### src/rtl/adder_pkg.sv
// ============================================================================
// Module      : adder_pkg
// Description : Shared types, limits and configuration check for the
//               pipelined add/subtract unit.
// Revision    : 1.0 - initial release
// ============================================================================
`default_nettype none

package adder_pkg;

    typedef enum logic {
        OP_ADD = 1'b0,
        OP_SUB = 1'b1
    } op_t;

    localparam int MAX_STAGES = 4;

    function automatic bit cfg_ok(input int width, input int stages);
        return (stages >= 1) && (stages <= MAX_STAGES) && (width > 0)
               && ((width % stages) == 0);
    endfunction

endpackage

`default_nettype wire

### src/rtl/adder_segment.sv
// ============================================================================
// Module      : adder_segment
// Description : One SEG-bit adder slice with registered sum, carry and valid.
// Revision    : 1.0 - initial release
// ============================================================================
`default_nettype none

module adder_segment #(
    parameter int SEG = 32
) (
    input  logic           clk,
    input  logic           rst_n,
    input  logic           i_load,
    input  logic           i_valid,
    input  logic [SEG-1:0] i_a,
    input  logic [SEG-1:0] i_b,
    input  logic           i_cin,
    output logic [SEG-1:0] o_sum,
    output logic           o_cout,
    output logic           o_valid
);

    logic [SEG:0]   w_full;
    logic [SEG-1:0] r_sum;
    logic           r_cout;
    logic           r_valid;

    assign w_full = {1'b0, i_a} + {1'b0, i_b} + {{SEG{1'b0}}, i_cin};

    // Data only moves when a real item is loaded, so the outputs stay put otherwise.
    always_ff @(posedge clk or negedge rst_n) begin
        if (!rst_n) begin
            r_sum   <= '0;
            r_cout  <= 1'b0;
            r_valid <= 1'b0;
        end else if (i_load) begin
            r_valid <= i_valid;
            if (i_valid) begin
                r_sum  <= w_full[SEG-1:0];
                r_cout <= w_full[SEG];
            end
        end
    end

    assign o_sum   = r_sum;
    assign o_cout  = r_cout;
    assign o_valid = r_valid;

endmodule

`default_nettype wire

### src/rtl/pipelined_adder.sv
// ============================================================================
// Module      : pipelined_adder
// Description : Segmented, carry-pipelined add/subtract with valid/ready.
//               Define ADDER_FLAGS_EN to add the carry_out/overflow ports.
// Revision    : 1.0 - initial release
// ============================================================================
`default_nettype none

module pipelined_adder
    import adder_pkg::*;
#(
    parameter int WIDTH  = 64,
    parameter int STAGES = 2
) (
    input  logic             clk,
    input  logic             rst_n,
    input  logic             in_valid,
    output logic             in_ready,
    input  logic [WIDTH-1:0] a,
    input  logic [WIDTH-1:0] b,
    input  op_t              op,
    output logic             out_valid,
    input  logic             out_ready,
    output logic [WIDTH-1:0] result
`ifdef ADDER_FLAGS_EN
    ,
    output logic             carry_out,
    output logic             overflow
`endif
);

    localparam int c_seg  = WIDTH / STAGES;
    localparam int c_last = STAGES - 1;

    if (!cfg_ok(WIDTH, STAGES)) begin : g_cfg_check
        $error("pipelined_adder: WIDTH must be divisible by STAGES, STAGES in 1..4");
    end

    logic              w_sub;
    logic [WIDTH-1:0]  w_bp;
    logic [STAGES-1:0] w_v;
    logic [STAGES-1:0] w_vin;
    logic [STAGES-1:0] w_cin;
    logic [STAGES-1:0] w_cout;
    logic [STAGES-1:0] w_adv;
    logic [STAGES-1:0] w_load;
    logic [c_seg-1:0]  w_sum   [STAGES];
    logic [WIDTH-1:0]  w_opa   [STAGES];
    logic [WIDTH-1:0]  w_opb   [STAGES];
    logic [WIDTH-1:0]  w_lo_in [STAGES];
    logic [WIDTH-1:0]  r_a     [STAGES];
    logic [WIDTH-1:0]  r_b     [STAGES];
    logic [WIDTH-1:0]  r_lo    [STAGES];
`ifdef ADDER_FLAGS_EN
    logic [STAGES-1:0] w_sa_in;
    logic [STAGES-1:0] w_sb_in;
    logic [STAGES-1:0] r_sa;
    logic [STAGES-1:0] r_sb;
`endif

    assign w_sub = (op == OP_SUB);
    assign w_bp  = w_sub ? ~b : b;

    // Backpressure ripples from out_ready towards the input; empty stages always load.
    always_comb begin
        logic go;
        w_adv  = '0;
        w_load = '0;
        go     = out_ready;
        for (int k = STAGES - 1; k >= 0; k--) begin
            w_adv[k]  = w_v[k] && go;
            w_load[k] = !w_v[k] || (w_v[k] && go);
            go        = !w_v[k] || (w_v[k] && go);
        end
    end

    for (genvar k = 0; k < STAGES; k++) begin : g_stage
        if (k == 0) begin : g_first
            assign w_vin[k]   = in_valid;
            assign w_opa[k]   = a;
            assign w_opb[k]   = w_bp;
            assign w_cin[k]   = w_sub;
            assign w_lo_in[k] = '0;
`ifdef ADDER_FLAGS_EN
            assign w_sa_in[k] = a[WIDTH-1];
            assign w_sb_in[k] = w_bp[WIDTH-1];
`endif
        end else begin : g_next
            assign w_vin[k]   = w_v[k-1];
            assign w_opa[k]   = r_a[k-1];
            assign w_opb[k]   = r_b[k-1];
            assign w_cin[k]   = w_cout[k-1];
            assign w_lo_in[k] = r_lo[k-1] | (WIDTH'(w_sum[k-1]) << ((k - 1) * c_seg));
`ifdef ADDER_FLAGS_EN
            assign w_sa_in[k] = r_sa[k-1];
            assign w_sb_in[k] = r_sb[k-1];
`endif
        end

        adder_segment #(
            .SEG (c_seg)
        ) u_seg (
            .clk     (clk),
            .rst_n   (rst_n),
            .i_load  (w_load[k]),
            .i_valid (w_vin[k]),
            .i_a     (w_opa[k][k*c_seg +: c_seg]),
            .i_b     (w_opb[k][k*c_seg +: c_seg]),
            .i_cin   (w_cin[k]),
            .o_sum   (w_sum[k]),
            .o_cout  (w_cout[k]),
            .o_valid (w_v[k])
        );

        always_ff @(posedge clk or negedge rst_n) begin
            if (!rst_n) begin
                r_lo[k] <= '0;
            end else if (w_load[k] && w_vin[k]) begin
                r_lo[k] <= w_lo_in[k];
            end
        end

        // Operand bits still to be summed travel with the item; the last stage needs none.
        if (k < c_last) begin : g_pass
            always_ff @(posedge clk or negedge rst_n) begin
                if (!rst_n) begin
                    r_a[k] <= '0;
                    r_b[k] <= '0;
                end else if (w_load[k] && w_vin[k]) begin
                    r_a[k] <= w_opa[k];
                    r_b[k] <= w_opb[k];
                end
            end
        end

`ifdef ADDER_FLAGS_EN
        always_ff @(posedge clk or negedge rst_n) begin
            if (!rst_n) begin
                r_sa[k] <= 1'b0;
                r_sb[k] <= 1'b0;
            end else if (w_load[k] && w_vin[k]) begin
                r_sa[k] <= w_sa_in[k];
                r_sb[k] <= w_sb_in[k];
            end
        end
`endif
    end

    assign in_ready  = w_load[0];
    assign out_valid = w_v[c_last];
    assign result    = r_lo[c_last] | (WIDTH'(w_sum[c_last]) << (c_last * c_seg));

`ifdef ADDER_FLAGS_EN
    assign carry_out = w_cout[c_last];
    assign overflow  = (r_sa[c_last] == r_sb[c_last]) && (result[WIDTH-1] != r_sa[c_last]);
`endif

endmodule

`default_nettype wire

### config.mk
export PLATFORM = sky130hd
export DESIGN_NAME = pipelined_adder
export DESIGN_NICKNAME = d
export VERILOG_FILES = /design/src/rtl/adder_pkg.sv /design/src/rtl/adder_segment.sv /design/src/rtl/pipelined_adder.sv
export SDC_FILE = /design/constraint.sdc
export NUM_CORES = 1
export LEC_CHECK = 0
export ABC_CLOCK_PERIOD_IN_PS = 3350
export BUFFER_PORTS_ARGS = -buffer_cell sky130_fd_sc_hd__buf_2
export CAP_MARGIN = 20
export CORE_MARGIN = 2
export CORE_UTILIZATION = 45
export DETAILED_ROUTE_END_ITERATION = 16
export PLACE_DENSITY = 0.78
export SETUP_SLACK_MARGIN = 0.15
export SLEW_MARGIN = 20
export SYNTH_ARGS = -nofsm -noshare
export SYNTH_HDL_FRONTEND = slang
export SYNTH_SLANG_ARGS = --single-unit
### constraint.sdc
create_clock -name clk -period 3.35 [get_ports clk]
set_clock_uncertainty 0.2 [all_clocks]
set_input_delay 0.1675 -clock clk [delete_from_list [all_inputs] [get_ports clk]]
set_output_delay 0.1675 -clock clk [all_outputs]
set_load 0.03 [all_outputs]
==> impl_metrics.yaml, run 1 <==
run_status:
  status: "complete, no violations"
global_route:
  grt_pass1_vias: 8937
  grt_max_degree: 68
  antenna_found_initial: 0
  grt_pass1_wl_mm: 43.5
  grt.total_usage_pct: 22.7
  overflow: 0
critical_path:
  reg2regPathDepth: 11
  worstSetupPathType: "reg2reg"
  startpoint_type: "flop"
  cp_slowest_cell: "fa_2"
  worstPathMaxFanout: 3
  worstPathRequired_ns: 3.42
  crit_path_max_incr_delay_ns: 0.44
  r2r-start: "g_stage[0].u_seg.o_cout$_DFFE_PN0P_"
  path_cells: "fa_2 -> fa_2 -> a21oi_4 -> o211ai_1 -> nand3_1 -> o211ai_1 -> buf_4 -> a31oi_1 -> o21ba_2 -> xor2_1 -> o21ai_0"
  crit_arrival_ns: 3.19
  r2r_slack_ns: 0.23
  endpoint_kind: "flop"
  r2r_end: "g_stage[1].u_seg.o_sum[28]$_DFFE_PN0P_"
drt:
  drcViolationCount: 0
  first_iter_violations: 501
  wl_per_cell_um: 15.6
  vias: 8999
  drt-vias-per-instance: 5.32
  firstDrtPassIters: 4
  ant_nets: 0
  drt-total-wl_mm: 26.4
clock_network:
  cts_tree: "done"
  path_clk_slew_ns: 0.07
  cts_buffer_depth: 2
  cts.sinks: 163
  numCtsBuffers: 17
  htreeDepth: 4
  clock_latency_ns: 0.42
  cts_root_buf: "clkbuf_16"
placed_design:
  portBuffers: 198
  gp_congestion: 0.951
  dp_hpwl_mm: 19.0
  dpl.cell_count: 1584
logic_synthesis:
  synth_seq_cells: 163
  synth_area_sq_mm: 0.0100
  netlist_instances: 1142
  yosysTopAreaCell: "dfrtp_1"
  synth_ff_type: "dfrtp_1"
  ys_seq_area_share_pct: 40.7
  ys_warn_count: 0
  synthTopCellsByArea: "dfrtp_1, nand2_1, ha_1"
  syn_area_per_cell_sq_um: 8.77
  yosys.area.top_type_share_pct: 40.7
  synth_common_cells: "nand2_1, dfrtp_1, o21ai_0"
  synth-edff-count: 0
  yosysMostFrequentCell: "nand2_1"
  yosysUniqueCellTypes: 71
  syn_nets: 1342
  synthArstFlopShare_pct: 100
floorplan:
  die_x_um: 153
  core_area_sq_mm: 0.0218
  start_util_pct: 45.9
  io_pins: 199
  die_h_um: 153
  rows: 54
  die_area_sq_mm: 0.0235
sta:
  period_needed_ns: 3.12
  worstMarginPinSlew_ns: 0.706
  drv_slew: 0
  fmax_mhz: 321
  slew_headroom_pct: 52.9
  rsz0062_at_grt: "yes"
  tns_ns: 0
  hold_viol: 0
  fin_crit_sh_pct: 93.1
  setup_viol: 0
min_path:
  hp-class: "in2reg"
  whs_path_depth: 4
  hold_path_end: "g_stage[0].u_seg.o_sum[1]$_DFFE_PN0P_"
  hp-start: "a[1]"
finish:
  drive_above_1_share_pct: 20.0
  synthToLayoutAreaGrowth_pct: 26.7
  final_cells: 1692
  multiInputGateArea_sq_mm: 0.00572
  nFillCells: 1923
  fin_nets: 1599
  seq_area_sq_mm: 0.00408
  antenna-diode-count: 0
flow_run:
  maxCapViolCount: 0
power_and_ir_drop:
  p_per_area_mw_per_mm2: 637
  p_leak_uw: 0.00633
  peakVddDrop_mv: 0.320
stage by stage:
stage	cell area, sq um	setup WS, ns	util [%]	total power, uW	hold slack (ns)
CTS	12600	0.185	57.8	8090	0.0260
floorplan	10000	0.192	-	4990	-0.328
finish	12700	0.231	58.1	8080	0.0483
detailed placement	11300	0.0629	51.7	5940	0.0150
global route	12700	0.126	58.1	8590	0.0685
global placement	11300	0.102	51.7	5870	0.00785
state kept, by name (all words and copies together) (netlist names):
register               flops
g_stage.u_seg.o_valid      2
r_a                       32
g_stage.u_seg.o_cout       1
r_b                       32
g_stage.u_seg.o_sum       64
r_lo                      32
per-layer routing:
| layer | up-vias | part of all wire, % | global-route usage, % |
|---|---|---|---|
| li1 | 4464 | - | - |
| met1 | 4232 | 44 | 29.1 |
| met2 | 268 | 50 | 39.3 |
| met3 | 35 | 4.7 | 4.37 |
| met4 | 0 | 1.6 | 6.00 |
| met5 | - | 0 | 0 |
how the worst max path moves through the flow:
stage,startpoint,endpoint
finish,g_stage[0].u_seg.o_cout$_DFFE_PN0P_,g_stage[1].u_seg.o_sum[28]$_DFFE_PN0P_
global route,b[0],g_stage[0].u_seg.o_cout$_DFFE_PN0P_
CTS,r_b[96]$_DFFE_PN0P_,g_stage[1].u_seg.o_sum[30]$_DFFE_PN0P_
detailed placement,r_b[96]$_DFFE_PN0P_,g_stage[1].u_seg.o_sum[30]$_DFFE_PN0P_
global placement,r_b[96]$_DFFE_PN0P_,g_stage[1].u_seg.o_sum[30]$_DFFE_PN0P_
floorplan,op,g_stage[0].u_seg.o_sum[31]$_DFFE_PN0P_
report_power, final:
part	switching [uW]	internal [uW]	total [uW]
Combinational	2020	1190	3210
Sequential	326	2490	2820
Clock	849	1190	2040
logic make-up (layout without fill, tap and decap cells):
| kind of cell | after synthesis | in the layout | share of synthesized area, % |
|---|---|---|---|
| AND/OR/NAND/NOR | 447 | 447 | 19.4 |
| AO/OA/AOI/OAI | 289 | 289 | 18.6 |
| flip-flops | 163 | 163 | 40.7 |
| XOR/XNOR | 107 | 107 | 9.36 |
| adder cells (fa/ha/maj) | 67 | 67 | 8.60 |
| buffers and inverters | 63 | 333 | 2.66 |
| multiplexers | 6 | 6 | 0.650 |
cell type report:
| cell class | count | area share [%] |
|---|---|---|
| clock buffers | 17 | 3.35 |
| clock inverters | 15 | 1.52 |
| inverters | 11 | 0.326 |
| multi-input cells | 916 | 45.1 |
| flip-flops and latches | 163 | 32.2 |
| well taps | 280 | 2.76 |
| repair buffers | 290 | 14.8 |
layout by cell type, fill, tap and decap left out, types with 9 or more instances in the layout:
master / netlist / final
dfrtp_1: 163 / 163
buf_2: 0 / 196
nand2_1: 324 / 322
o21a_1: 9 / 9
and3_1: 15 / 15
dlygate4sd3_1: 0 / 70
ha_1: 64 / 64
a21oi_1: 60 / 58
nand3_1: 13 / 13
o21ai_0: 103 / 103
buf_4: 1 / 22
clkbuf_16: 0 / 17
o31ai_1: 10 / 9
nor2_1: 26 / 26
and2_1: 10 / 9
inv_1: 11 / 11
xnor2_1: 55 / 55
xor2_1: 52 / 52
a21o_1: 36 / 36
repair_timing:
item                                    in CTS  in global routing
pin swaps                                    0                 10
hold buffers                                70                  0
resized for setup                            2                  6
endpoints found under the setup margin       2                  9
hold endpoints to repair                   131                  0
buffers inserted                             0                  6
worst max-delay path, delay by kind of cell (launching register included):
family,cells,cell delay [ns]
and+or+nand+nor,1,0.17
adders and majority gates,2,0.84
buffers and inverters,1,0.18
AOI/OAI and AO/OA,6,1.03
xor gates and xnor gates,1,0.14
DFF,1,0.40
Note: power is estimated with default switching activity, not from simulation.
==> run 2, diff against run 1 <==
CELL_PAD_IN_SITES_DETAIL_PLACEMENT = 0   (was unset)
CELL_PAD_IN_SITES_GLOBAL_PLACEMENT = 1   (was unset)
CORE_UTILIZATION = 42   (was 45)
PLACE_DENSITY = 0.92   (was 0.78)
==> run 2 against run 1 <==
Worst setup slack better by 0.034 ns. Via count down 0.98%. Combinational power down 2%. Register-to-register slack better by 0.03 ns. Fmax up 1.1%. First-iteration DRC count up 12%. Critical path type unchanged. Critical endpoint is now g_stage[1].u_seg.o_sum[30]$_DFFE_PN0P_. Largest cell class unchanged. Largest power group unchanged.
==> impl_metrics.yaml, run 2 (synthesis gave the netlist of run 1 again) <==
clock_network:
  cts_setup_buffers: 0
  cts_buffer_depth: 2
  cts_root_buf: "clkbuf_16"
  clock_latency_ns: 0.43
  path_clk_slew_ns: 0.07
  htreeDepth: 4
  cts.sinks: 163
  numCtsBuffers: 17
  cts_tree: "done"
sta:
  drv_slew: 0
  period_needed_ns: 3.08
  slew_headroom_pct: 42.1
  setup_viol: 0
  tns_ns: 0
  fmax_mhz: 324
  fin_ws_ns: 0.265
  worstMarginPinSlew_ns: 0.869
  hold_viol: 0
  rsz0062_at_grt: "yes"
  fin_crit_sh_pct: 92.1
global_route:
  overflow: 0
  grt.total_usage_pct: 21.5
  grt_pass1_wl_mm: 42.4
  antenna_found_initial: 0
  grt_pass1_vias: 8659
  grt_max_degree: 91
floorplan:
  start_util_pct: 42.8
  rows: 56
  die_h_um: 158
  io_pins: 199
  die_area_sq_mm: 0.0251
  core_area_sq_mm: 0.0234
  die_x_um: 158
finish:
  fin_util_pct: 54.0
  final_cell_mix: "nand2_1, buf_2, dfrtp_1, o21ai_0, dlygate4sd3_1"
  fin_nets: 1593
  drive_above_1_share_pct: 19.6
  antenna-diode-count: 0
  synthToLayoutAreaGrowth_pct: 26.3
  final_cells: 1725
  largest_reg_flops: 64
  layout_commonest_cell: "nand2_1"
power_and_ir_drop:
  p_leak_uw: 0.00629
  peakVddDrop_mv: 0.328
  p_per_area_mw_per_mm2: 625
  p_total_uw: 7900
drt:
  firstDrtPassIters: 5
  drt-vias-per-instance: 5.17
  ant_nets: 0
  vias: 8911
  first_iter_violations: 562
  wl_per_cell_um: 15.4
  drcViolationCount: 0
  drt-total-wl_mm: 26.6
placed_design:
  place_ws_ns: 0.0215
  gp_congestion: 0.900
  dp_hpwl_mm: 18.7
  dpl.cell_count: 1622
  portBuffers: 198
critical_path:
  path_cells: "fa_2 -> fa_2 -> a21oi_2 -> o211ai_1 -> nand3_1 -> o211ai_1 -> a31o_2 -> a41oi_2 -> mux2i_1 -> o311ai_0"
  endpoint_kind: "flop"
  crit_arrival_ns: 3.16
  worst-path-buf-inv: 0
  worstSetupPathType: "reg2reg"
  crit_path_start: "g_stage[0].u_seg.o_cout$_DFFE_PN0P_"
  r2r_slack_ns: 0.27
  worstPathRequired_ns: 3.42
  r2r_end: "g_stage[1].u_seg.o_sum[30]$_DFFE_PN0P_"
  r2r-start: "g_stage[0].u_seg.o_cout$_DFFE_PN0P_"
  reg2regPathDepth: 10
  startpoint_type: "flop"
  cp_slowest_cell: "fa_2"
  worstPathMaxFanout: 3
  crit_path_max_incr_delay_ns: 0.45
  critPathTopFamily: "compound AO/OA/AOI/OAI gates"
min_path:
  hp-start: "b[1]"
  hold_path_end: "g_stage[0].u_seg.o_sum[1]$_DFFE_PN0P_"
  whs_path_depth: 5
  hp-class: "in2reg"
run_status:
  status: "complete, no violations"
flow_run:
  maxCapViolCount: 0
==> run 2: worst max path at each step <==
stage	to	slack, ns	cells after the start
2_1_floorplan	g_stage[0].u_seg.o_sum[31]$_DFFE_PN0P_	0.19	12
6_report	g_stage[1].u_seg.o_sum[30]$_DFFE_PN0P_	0.27	10
3_3_place_gp	g_stage[1].u_seg.o_sum[30]$_DFFE_PN0P_	0.06	10
4_1_cts	g_stage[1].u_seg.o_sum[30]$_DFFE_PN0P_	0.20	10
5_1_grt	g_stage[1].u_seg.o_sum[30]$_DFFE_PN0P_	0.1	10
3_5_place_dp	g_stage[1].u_seg.o_sum[30]$_DFFE_PN0P_	0.02	10
==> run 2: layout make-up <==
class | instances | area, sq um
fillers | 2199 | 10800
multi-input cells | 916 | 5710
flip-flops and latches | 163 | 4080
repair buffers | 284 | 1850
clock buffers | 18 | 439
well taps | 319 | 399
clock inverters | 14 | 131
inverters | 11 | 41.3
==> run 2: tightest hold or removal path, cell delays in order <==
cell and delay [ns]:
buf_2 0.08, xor2_1 0.07, inv_1 0.07, fa_1 0.15, o21ai_0 0.07
==> run 2: stage by stage <==
stage	area, sq um	hold WS (ns)
after CTS	12600	0.0198
after floorplan	10000	-0.328
after global placement	11300	0.114
after global routing	12600	0.0499
after detailed placement	11300	0.117
final	12600	0.0364
==> run 2: report_power, final <==
group / switching [uW] / internal (uW) / leakage, uW
registers: 329 / 2490 / 0.00200
clock network: 912 / 1010 / 0.000281
logic: 1990 / 1170 / 0.00400
==> run 2: repair_timing <==
action                                  4_1_cts  5_1_grt
pin swaps                                     0        4
endpoints found under the setup margin        2        5
resized for setup                             3        2
hold buffers                                 71        0
cloned                                        0        0
hold endpoints to repair                    156        0
==> run 2: routing by layer <==
metal	up-vias	routed length [um]	global-route usage (%)
li1	4453	-	-
met1	4159	12100	27.7
met2	257	12700	37.4
met3	42	1160	2.78
met4	0	571	7.12
met5	-	0	0
==> run 3, diff against run 2 <==
ABC_CLOCK_PERIOD_IN_PS = 3000   (was 3350)
BUFFER_PORTS_ARGS = -buffer_cell sky130_fd_sc_hd__buf_4   (was -buffer_cell sky130_fd_sc_hd__buf_2)
clock period = 3 ns   (was 3.35 ns; I/O delays follow)
==> run 3 against run 2 <==
Via count increased by 3.2%. Sequential cell count is the same. Largest cell class unchanged. Critical endpoint is now g_stage[1].u_seg.o_sum[16]$_DFFE_PN0P_. Non-clock buffer count rose by 67. Sequential share of layout area fell by 2.8 points. Register-to-register slack got worse by 0.25 ns. Worst hold slack better by 0.0055 ns.
==> impl_metrics.yaml, run 3 (synthesis gave the netlist of run 1 again) <==
critical_path:
  critPathTopFamily: "compound AO/OA/AOI/OAI gates"
  path_cells: "fa_2 -> fa_2 -> a21oi_2 -> o211ai_1 -> buf_4 -> and3_4 -> o21ai_2 -> a21boi_2 -> o21a_1 -> o21a_1 -> o31ai_2"
  r2r-start: "g_stage[0].u_seg.o_cout$_DFFE_PN0P_"
  endpoint_kind: "flop"
  r2r_slack_ns: 0.02
  cp_slowest_cell: "fa_2"
  crit_path_max_incr_delay_ns: 0.43
  r2r_end: "g_stage[1].u_seg.o_sum[16]$_DFFE_PN0P_"
  crit_path_start: "g_stage[0].u_seg.o_cout$_DFFE_PN0P_"
  worstPathRequired_ns: 3.13
  crit_arrival_ns: 3.11
  startpoint_type: "flop"
  worstPathMaxFanout: 2
  reg2regPathDepth: 11
  worstSetupPathType: "reg2reg"
  worst-path-buf-inv: 1
clock_network:
  htreeDepth: 4
  cts_buffer_depth: 2
  clock_latency_ns: 0.42
  cts_tree: "done"
  cts_root_buf: "clkbuf_16"
  path_clk_slew_ns: 0.07
  cts.sinks: 163
  numCtsBuffers: 17
power_and_ir_drop:
  p_seq_share_pct: 33.0
  p_switching_uw: 3720
  intPower_uw: 5850
  p_leak_uw: 0.00681
  p_per_area_mw_per_mm2: 691
  share_comb_of_total_power_pct: 43.8
  peakVddDrop_mv: 0.319
  switching_share_pct: 38.9
  pwr-share-clk_pct: 23.2
  p_total_uw: 9570
finish:
  fin_nets: 1660
  seq_area_sq_mm: 0.00408
  largest_reg_flops: 64
  final_cell_mix: "nand2_1, buf_4, dfrtp_1, o21ai_0, dlygate4sd3_1"
  multiInputGateArea_sq_mm: 0.00585
  final_cells: 1793
  layout_commonest_cell: "nand2_1"
  synthToLayoutAreaGrowth_pct: 38.3
  nFillCells: 2065
  drive_above_1_share_pct: 24.8
global_route:
  grt.total_usage_pct: 22.9
  grt_max_degree: 164
  antenna_found_initial: 2
  grt_pass1_vias: 9019
  grt_pass1_wl_mm: 45.5
  overflow: 0
placed_design:
  dpl.cell_count: 1670
  portBuffers: 198
  dp_hpwl_mm: 19.7
  gp_congestion: 0.918
min_path:
  hp-class: "in2reg"
  hold_path_end: "g_stage[0].u_seg.o_sum[12]$_DFFE_PN0P_"
  hp-start: "a[12]"
  whs_path_depth: 4
drt:
  drt-vias-per-instance: 5.13
  ant_nets: 0
  wl_per_cell_um: 15.8
  first_iter_violations: 497
  firstDrtPassIters: 5
  drt-total-wl_mm: 28.4
  drcViolationCount: 0
  vias: 9198
floorplan:
  die_area_sq_mm: 0.0251
  rows: 56
  die_h_um: 158
  core_area_sq_mm: 0.0234
  start_util_pct: 42.8
  die_x_um: 158
  io_pins: 199
sta:
  setup_viol: 0
  hold_viol: 0
  timing.hold.ws_ns: 0.0420
  fmax_mhz: 335
  rsz0062_at_grt: "yes"
  drv_slew: 0
  period_needed_ns: 2.98
  fin_crit_sh_pct: 99.5
  slew_headroom_pct: 39.8
  worstMarginPinSlew_ns: 0.903
flow_run:
  maxCapViolCount: 0
run_status:
  status: "complete, no violations"
run 3: per-stage QoR:
step                      area (sq um)  setup slack [ns]  util [%]  setup TNS, ns
final                            13800            0.0160      59.2              0
after global routing             13800            -0.107      59.2         -0.291
after CTS                        13600            0.0274      58.3              0
after detailed placement         12200           -0.0779      52.1         -0.327
after global placement           12200           -0.0273      52.1        -0.0285
after floorplan                  10100            0.0561         -              0
run 3: final cells by class:
cell class	instances	share of cell area, %
Timing Repair Buffer	351	20.8
Clock inverter	14	1.11
Multi-Input combinational cell	916	42.2
Inverter	11	0.298
Antenna cell	1	0.0181
Sequential cell	163	29.5
Clock buffer	18	3.17
Tap cell	319	2.88
run 3: tightest hold or removal path, stage by stage:
cell     delay (ns)
buf_4          0.09
ha_1           0.19
xnor2_1        0.13
o21ai_0        0.07
run 3: worst max-delay path by stage:
stage / endpoint / slack [ns] / depth (start not counted)
6_report: g_stage[1].u_seg.o_sum[16]$_DFFE_PN0P_ / 0.02 / 11
3_5_place_dp: g_stage[0].u_seg.o_sum[26]$_DFFE_PN0P_ / -0.08 / 12
4_1_cts: g_stage[1].u_seg.o_sum[30]$_DFFE_PN0P_ / 0.03 / 10
3_3_place_gp: g_stage[0].u_seg.o_sum[28]$_DFFE_PN0P_ / -0.03 / 13
5_1_grt: g_stage[1].u_seg.o_sum[16]$_DFFE_PN0P_ / -0.11 / 11
2_1_floorplan: g_stage[0].u_seg.o_sum[31]$_DFFE_PN0P_ / 0.06 / 12
run 3: layer usage:
metal,track usage (%),routed length [um],vias up
li1,-,-,4591
met5,0,15,-
met4,6.18,488,2
met1,30.3,12700,4330
met2,38.9,13800,239
met3,4.14,1430,36
run 3: power groups by stage:
stage / Sequential (uW) / Clock [uW] / Combinational, uW
floorplan: 3760 / 0 / 1820
global placement: 3190 / 0 / 3810
detailed placement: 3190 / 0 / 3860
CTS: 3160 / 2260 / 4050
global route: 3230 / 2350 / 4580
finish: 3160 / 2220 / 4190
run 3: timing repair:
item / CTS / global route
hold endpoints to repair: 231 / 0
hold buffers: 71 / 0
buffers inserted: 13 / 6
pin swaps: 14 / 23
setup endpoints to repair: 13 / 16
gates resized for setup: 12 / 40
